## src/rtl/rst_seq_if.sv

```systemverilog
// rst_seq_if: groups the reset sequencer's request/acknowledge and reset outputs.
//
// Signals:
//   soft_rst_req  level request for a sequenced soft reset (slave -> master)
//   wdt_kick      watchdog restart pulse (slave -> master)
//   soft_rst_ack  soft-reset acknowledge (master -> slave)
//   rst_out_n     active-low stage resets, bit 0 releases first (master -> slave)
//   seq_done      high once every stage is released (master -> slave)
//   rst_cause     cause of the last sequence: 01 ext, 10 soft, 11 watchdog
//
// Modports: master = the sequencer, slave = the consumer of the resets.
interface rst_seq_if #(
    parameter int unsigned NUM_STAGES = 4
) ();
    logic                  soft_rst_req;
    logic                  wdt_kick;
    logic                  soft_rst_ack;
    logic [NUM_STAGES-1:0] rst_out_n;
    logic                  seq_done;
    logic [1:0]            rst_cause;

    modport master (
        input  soft_rst_req,
        input  wdt_kick,
        output soft_rst_ack,
        output rst_out_n,
        output seq_done,
        output rst_cause
    );

    modport slave (
        output soft_rst_req,
        output wdt_kick,
        input  soft_rst_ack,
        input  rst_out_n,
        input  seq_done,
        input  rst_cause
    );
endinterface

```

## src/rtl/rst_seq.sv

```systemverilog
// rst_seq: reset sequencer. Synchronizes release of the raw asynchronous reset,
// stretches it, then releases NUM_STAGES active-low stage resets in order spaced
// by STAGE_GAP cycles. A four-phase soft-reset handshake re-runs the sequence from
// the stretch phase.
//
// Optional feature: define RST_SEQ_WDT_EN to build a watchdog that re-runs the
// sequence (cause 11) when no wdt_kick arrives for WDT_CYCLES cycles in RUN.
//
// Ports:
//   clk   single clock, rising edge
//   rst   asynchronous active-high reset
//   bus   rst_seq_if.master: soft_rst_req/wdt_kick in; soft_rst_ack, rst_out_n,
//         seq_done, rst_cause out (all registered)
//
// Parameter limits: NUM_STAGES >= 1, SYNC_STAGES >= 2, STRETCH_CYCLES >= 1,
// STAGE_GAP >= 1.
module rst_seq #(
    parameter int unsigned NUM_STAGES     = 4,
    parameter int unsigned SYNC_STAGES    = 2,
    parameter int unsigned STRETCH_CYCLES = 16,
    parameter int unsigned STAGE_GAP      = 8,
    parameter int unsigned WDT_CYCLES     = 1000
) (
    input  logic      clk,
    input  logic      rst,
    rst_seq_if.master bus
);
    // One counter serves both the stretch phase and the inter-stage gap.
    localparam int unsigned CntMax = (STRETCH_CYCLES > STAGE_GAP) ? STRETCH_CYCLES : STAGE_GAP;
    localparam int unsigned CntW   = (CntMax > 1) ? $clog2(CntMax) : 1;
    localparam int unsigned IdxW   = $clog2(NUM_STAGES + 1);

    typedef enum logic [2:0] {
        StHold,
        StStretch,
        StRelease,
        StRun,
        StSoftAssert
    } state_e;

    state_e                  state_q;
    logic [SYNC_STAGES-1:0]  sync_q;
    logic [CntW-1:0]         cnt_q;
    logic [IdxW-1:0]         idx_q;      // next stage to release
    logic [NUM_STAGES-1:0]   rst_out_n_q;
    logic                    seq_done_q;
    logic                    soft_rst_ack_q;
    logic [1:0]              rst_cause_q;

`ifdef RST_SEQ_WDT_EN
    localparam int unsigned WdtW = (WDT_CYCLES > 1) ? $clog2(WDT_CYCLES) : 1;
    logic [WdtW-1:0] wdt_q;
`else
    logic unused_wdt;
    assign unused_wdt = bus.wdt_kick & (WDT_CYCLES != 0);
`endif

    function automatic logic [NUM_STAGES-1:0] stage_bit(input logic [IdxW-1:0] idx);
        logic [NUM_STAGES-1:0] m;
        m = '0;
        for (int unsigned k = 0; k < NUM_STAGES; k++) begin
            if (idx == IdxW'(k)) m[k] = 1'b1;
        end
        return m;
    endfunction

    always_ff @(posedge clk or posedge rst) begin
        if (rst) begin
            state_q        <= StHold;
            sync_q         <= '0;
            cnt_q          <= '0;
            idx_q          <= '0;
            rst_out_n_q    <= '0;
            seq_done_q     <= 1'b0;
            soft_rst_ack_q <= 1'b0;
            rst_cause_q    <= 2'b01;
`ifdef RST_SEQ_WDT_EN
            wdt_q          <= '0;
`endif
        end else begin
            // Release of rst only reaches the FSM through this shift chain.
            sync_q <= {sync_q[SYNC_STAGES-2:0], 1'b1};

            unique case (state_q)
                StHold: begin
                    if (sync_q[SYNC_STAGES-1]) begin
                        state_q <= StStretch;
                        cnt_q   <= '0;
                    end
                end

                StStretch: begin
                    if (cnt_q == CntW'(STRETCH_CYCLES - 1)) begin
                        state_q     <= StRelease;
                        cnt_q       <= '0;
                        idx_q       <= IdxW'(1);
                        rst_out_n_q <= NUM_STAGES'(1);
                    end else begin
                        cnt_q <= cnt_q + 1'b1;
                    end
                end

                StRelease: begin
                    if (idx_q == IdxW'(NUM_STAGES)) begin
                        state_q    <= StRun;
                        seq_done_q <= 1'b1;
`ifdef RST_SEQ_WDT_EN
                        wdt_q      <= '0;
`endif
                    end else if (cnt_q == CntW'(STAGE_GAP - 1)) begin
                        rst_out_n_q <= rst_out_n_q | stage_bit(idx_q);
                        idx_q       <= idx_q + 1'b1;
                        cnt_q       <= '0;
                    end else begin
                        cnt_q <= cnt_q + 1'b1;
                    end
                end

                StRun: begin
                    // Soft request outranks both kick and timeout.
                    if (bus.soft_rst_req) begin
                        state_q        <= StSoftAssert;
                        rst_out_n_q    <= '0;
                        seq_done_q     <= 1'b0;
                        soft_rst_ack_q <= 1'b1;
                        rst_cause_q    <= 2'b10;
`ifdef RST_SEQ_WDT_EN
                    end else if (bus.wdt_kick) begin
                        wdt_q <= '0;
                    end else if (wdt_q == WdtW'(WDT_CYCLES - 1)) begin
                        state_q     <= StStretch;
                        cnt_q       <= '0;
                        rst_out_n_q <= '0;
                        seq_done_q  <= 1'b0;
                        rst_cause_q <= 2'b11;
                    end else begin
                        wdt_q <= wdt_q + 1'b1;
`endif
                    end
                end

                StSoftAssert: begin
                    if (!bus.soft_rst_req) begin
                        state_q        <= StStretch;
                        cnt_q          <= '0;
                        soft_rst_ack_q <= 1'b0;
                    end
                end

                default: begin
                    state_q <= StHold;
                end
            endcase
        end
    end

    assign bus.rst_out_n    = rst_out_n_q;
    assign bus.seq_done     = seq_done_q;
    assign bus.soft_rst_ack = soft_rst_ack_q;
    assign bus.rst_cause    = rst_cause_q;
endmodule

```

## src/flat_wrapper.sv

```systemverilog
// flat-port wrapper written by rule: the top's interface ports become plain ports
module rst_seq_flat 
#(
    parameter int unsigned NUM_STAGES     = 4,
    parameter int unsigned SYNC_STAGES    = 2,
    parameter int unsigned STRETCH_CYCLES = 16,
    parameter int unsigned STAGE_GAP      = 8,
    parameter int unsigned WDT_CYCLES     = 1000
)
  (clk, rst, bus_soft_rst_req, bus_wdt_kick, bus_soft_rst_ack, bus_rst_out_n, bus_seq_done, bus_rst_cause);
  rst_seq_if #(.NUM_STAGES(NUM_STAGES)) bus_i ();
  input  logic clk;
  input  logic rst;
  input wire logic [$bits(bus_i.soft_rst_req)-1:0] bus_soft_rst_req;
  input wire logic [$bits(bus_i.wdt_kick)-1:0] bus_wdt_kick;
  output wire logic [$bits(bus_i.soft_rst_ack)-1:0] bus_soft_rst_ack;
  output wire logic [$bits(bus_i.rst_out_n)-1:0] bus_rst_out_n;
  output wire logic [$bits(bus_i.seq_done)-1:0] bus_seq_done;
  output wire logic [$bits(bus_i.rst_cause)-1:0] bus_rst_cause;
  assign bus_i.soft_rst_req = bus_soft_rst_req;
  assign bus_i.wdt_kick = bus_wdt_kick;
  assign bus_soft_rst_ack = bus_i.soft_rst_ack;
  assign bus_rst_out_n = bus_i.rst_out_n;
  assign bus_seq_done = bus_i.seq_done;
  assign bus_rst_cause = bus_i.rst_cause;
  rst_seq #(.NUM_STAGES(NUM_STAGES), .SYNC_STAGES(SYNC_STAGES), .STRETCH_CYCLES(STRETCH_CYCLES), .STAGE_GAP(STAGE_GAP), .WDT_CYCLES(WDT_CYCLES)) u_core (.clk(clk), .rst(rst), .bus(bus_i));
endmodule
```

## config.mk

```make
export PLATFORM = sky130hd
export DESIGN_NAME = rst_seq_flat
export DESIGN_NICKNAME = d
export VERILOG_FILES = /design/src/rtl/rst_seq_if.sv /design/src/rtl/rst_seq.sv /design/src/flat_wrapper.sv
export SDC_FILE = /design/constraint.sdc
export NUM_CORES = 1
export LEC_CHECK = 0
export CAP_MARGIN = 25
export CORE_MARGIN = 5
export CORE_UTILIZATION = 45
export CTS_BUF_LIST = sky130_fd_sc_hd__clkbuf_2
export CTS_CLUSTER_SIZE = 20
export DETAILED_ROUTE_END_ITERATION = 8
export GPL_TIMING_DRIVEN = 0
export PLACE_DENSITY = 0.67
export SLEW_MARGIN = 20
export SYNTH_ARGS = -nofsm -noshare
export SYNTH_HDL_FRONTEND = slang
export SYNTH_SLANG_ARGS = --single-unit
```

## constraint.sdc

```tcl
create_clock -name clk -period 2.7 [get_ports clk]
set_input_delay 0.405 -clock clk [delete_from_list [all_inputs] [get_ports clk]]
set_output_delay 0.405 -clock clk [all_outputs]
set_load 0.01 [all_outputs]
```

==> flow_metrics.tcl <==
set metrics [dict create \
    cts_resized 0 \
    drv_slew 0 \
    dpl.hpwl_um 1680 \
    antenna_left 0 \
    crit_required_ns 2.30 \
    firstDrtPassIters 4 \
    synth_nets 123 \
    dieArea_um2 3730 \
    drt_iter0_markers 23 \
    use_met1_pct 18.8 \
    cp_slowest_stage_delay_ns 0.56 \
    fin_setup_tns_ns 0 \
    cts_made_buffers 3 \
    clockBufferDepth 2 \
    critPathTopFamily "flip-flops" \
    startpoint_type "register" \
    syn_area_um2 1170 \
    synthCells 113 \
    postCtsHoldBufs 0 \
    die_x_um 61.0 \
    rsz0062_at_grt "false" \
    ys_seq_area_share_pct 42.8 \
    cp_max_fo 2 \
    initial_utilization_pct 47.3 \
    min_path_type "reg -> reg" \
    grt_overflow 0 \
    cp.depth 1 \
    outcome "finished, final reports clean" \
    grt_max_degree 21 \
    report.power.total_uw 981 \
    postCtsSetupRepairBufs 0 \
    p_leak_uw 0.000574 \
    slew_headroom_pct 51.1 \
    async_reset_ff_share_pct 100 \
    ys_warn_count 0 \
    arrival_ns 1.39 \
    r2r_cells 6 \
    antenna_cells 0 \
    hp-start "u_core.sync_q[0]" \
    fin_nets 137 \
    die_h_um 61.0 \
    cts.sinks 20 \
    crit-reg2reg-launch "u_core.idx_q[0]" \
    totalWireLength_um 2200 \
    fillCellCount 223 \
    via_per_inst 5.56 \
    gr-max-usage-layer "met2" \
    finalCriticalPeriod_ns 1.80 \
    crit_slowest_cell "dfstp_2" \
    rows 18 \
    max_freq_mhz 557 \
    worstSkewPairLatency_ns 0.31 \
    setup_viol 0 \
    worst-path-buf-inv 1 \
    ys_ff_latch 20 \
    seqCellArea_um2 502 \
    wire_per_inst_um 14.1 \
    path_clk_slew_ns 0.18 \
    use_met2_pct 21.9 \
    grt_pass1_vias 830 \
    critical_path.cell_chain "clkdlybuf4s50_1" \
    crit_start "u_core.bus.rst_cause[0]" \
    regToRegSetupSlack_ns 0.91 \
    cts_root_buf "clkbuf_2" \
    io_buffers 9 \
    track_usage_pct 13.9 \
    worstSetupEndpointType "primary output" \
    route.detailed.drc 0 \
    whs_path_depth 0 \
    ios 12 \
    synth-edff-count 0 \
    synthToLayoutAreaGrowth_pct 12.6 \
    drive_gt1_share_pct 14.3 \
    place_congestion 0.841 \
    antenna_found_initial 0 \
    synth.avg_cell_area_um2 10.4 \
    clock_skew_ns 0.0112 \
    power_density_nw_per_um2 744 \
    multi_input_area_um2 584 \
    hold_slack_ns 0.379 \
    coreArea_um2 2480 \
    use_met3_pct 4.61 \
    synth_ff_type "dfrtp_1" \
    vias 868 \
    ys_types 46 \
    htree_levels 1 \
    critPathKind "reg -> out" \
    drv_cap 0 \
    final_hold_viol_count 0 \
    grt_pass1_wl_um 3860 \
    worst_slew_pin_slew_ns 0.732 \
    period_share_pct 66.5 \
    cts_tree "done" \
    ir_worst_vdd_mv 0.448 \
]
==> routing by layer <==
metal	up-vias	part of all wire, %	wire, µm
li1	425	-	-
met1	419	46	1020
met2	18	48	1050
met3	6	4.2	93
met4	0	1.6	36
met5	-	0	0
==> final timing paths <==
kind,endpoint
setup / recovery,bus_rst_cause[0]
hold / removal,u_core.sync_q[1]
setup reg to reg,u_core.idx_q[2]
hold reg to reg,u_core.sync_q[1]
max in group asynchronous,u_core.bus.seq_done
min in group asynchronous,u_core.cnt_q[0]
==> logic make-up (layout without fill, tap and decap cells) <==
group | count (synthesis) | count (layout) | share of synthesized area [%]
buf+inv | 14 | 27 | 7.36
mux | 4 | 4 | 3.95
flops | 20 | 20 | 42.8
fa+ha+maj | 6 | 6 | 6.40
other cells | 1 | 1 | 0.320
compound gates | 27 | 27 | 18.9
simple gates | 41 | 41 | 20.3
==> layout make-up <==
class / count / area share (%)
Buffer: 6 / 4.27
Clock buffer: 4 / 1.52
Inverter: 8 / 2.27
Multi-Input combinational cell: 79 / 44.3
Sequential cell: 20 / 38.0
Tap cell: 30 / 2.84
Timing Repair Buffer: 9 / 6.82
==> sequential cells by signal, indices dropped and copies added (netlist names) <==
register and flops:
u_core.bus.rst_cause 2, u_core.bus.rst_out_n 4, u_core.bus.seq_done 1, u_core.bus.soft_rst_ack 1
u_core.cnt_q 4, u_core.idx_q 3, u_core.state_q 3, u_core.sync_q 2
==> through the flow <==
stage                     instance area [µm²]  instances  util, %  setup WS (ns)
final                                    1320        156     53.3          0.905
after global routing                     1320        156     53.3          0.818
after CTS                                1320        156     53.3          0.893
after detailed placement                 1300        152     52.5          0.944
after global placement                   1300        152     52.5          0.991
after floorplan                          1170        113        -           1.10
==> synth_stat cells, drive strengths merged (2+ instances only) <==
library cell	number	area, µm²
a21oi	9	45.0
a31oi	2	12.5
a41oi	3	26.3
and2	2	15.0
and3	2	17.5
buf	5	52.6
dfrtp	19	475
ha	6	75.1
inv	8	30.0
mux2	2	26.3
mux2i	2	20.0
nand2	8	30.0
nand2b	3	18.8
nand3	5	25.0
nor2	7	26.3
nor2b	3	18.8
nor3b	2	20.0
o21ai	2	10.0
==> power breakdown <==
part	internal, µW	switching [µW]	total [µW]
clock	39.2	87.7	127
sequential	364	54.1	418
combinational	228	209	436
==> placed cells by master, fill, tap and decap left out, drive strengths merged, types with 2 or more instances in the layout <==
cell type,instances
a21oi,9
a31oi,2
a41oi,3
and2,2
and3,2
buf,5
clkbuf,5
clkdlybuf4s50,9
dfrtp,19
ha,6
inv,8
mux2,2
mux2i,2
nand2,8
nand2b,3
nand3,5
nor2,7
nor2b,3
nor3b,2
o21ai,2
No activity file was read; power rests on OpenSTA's default activity.
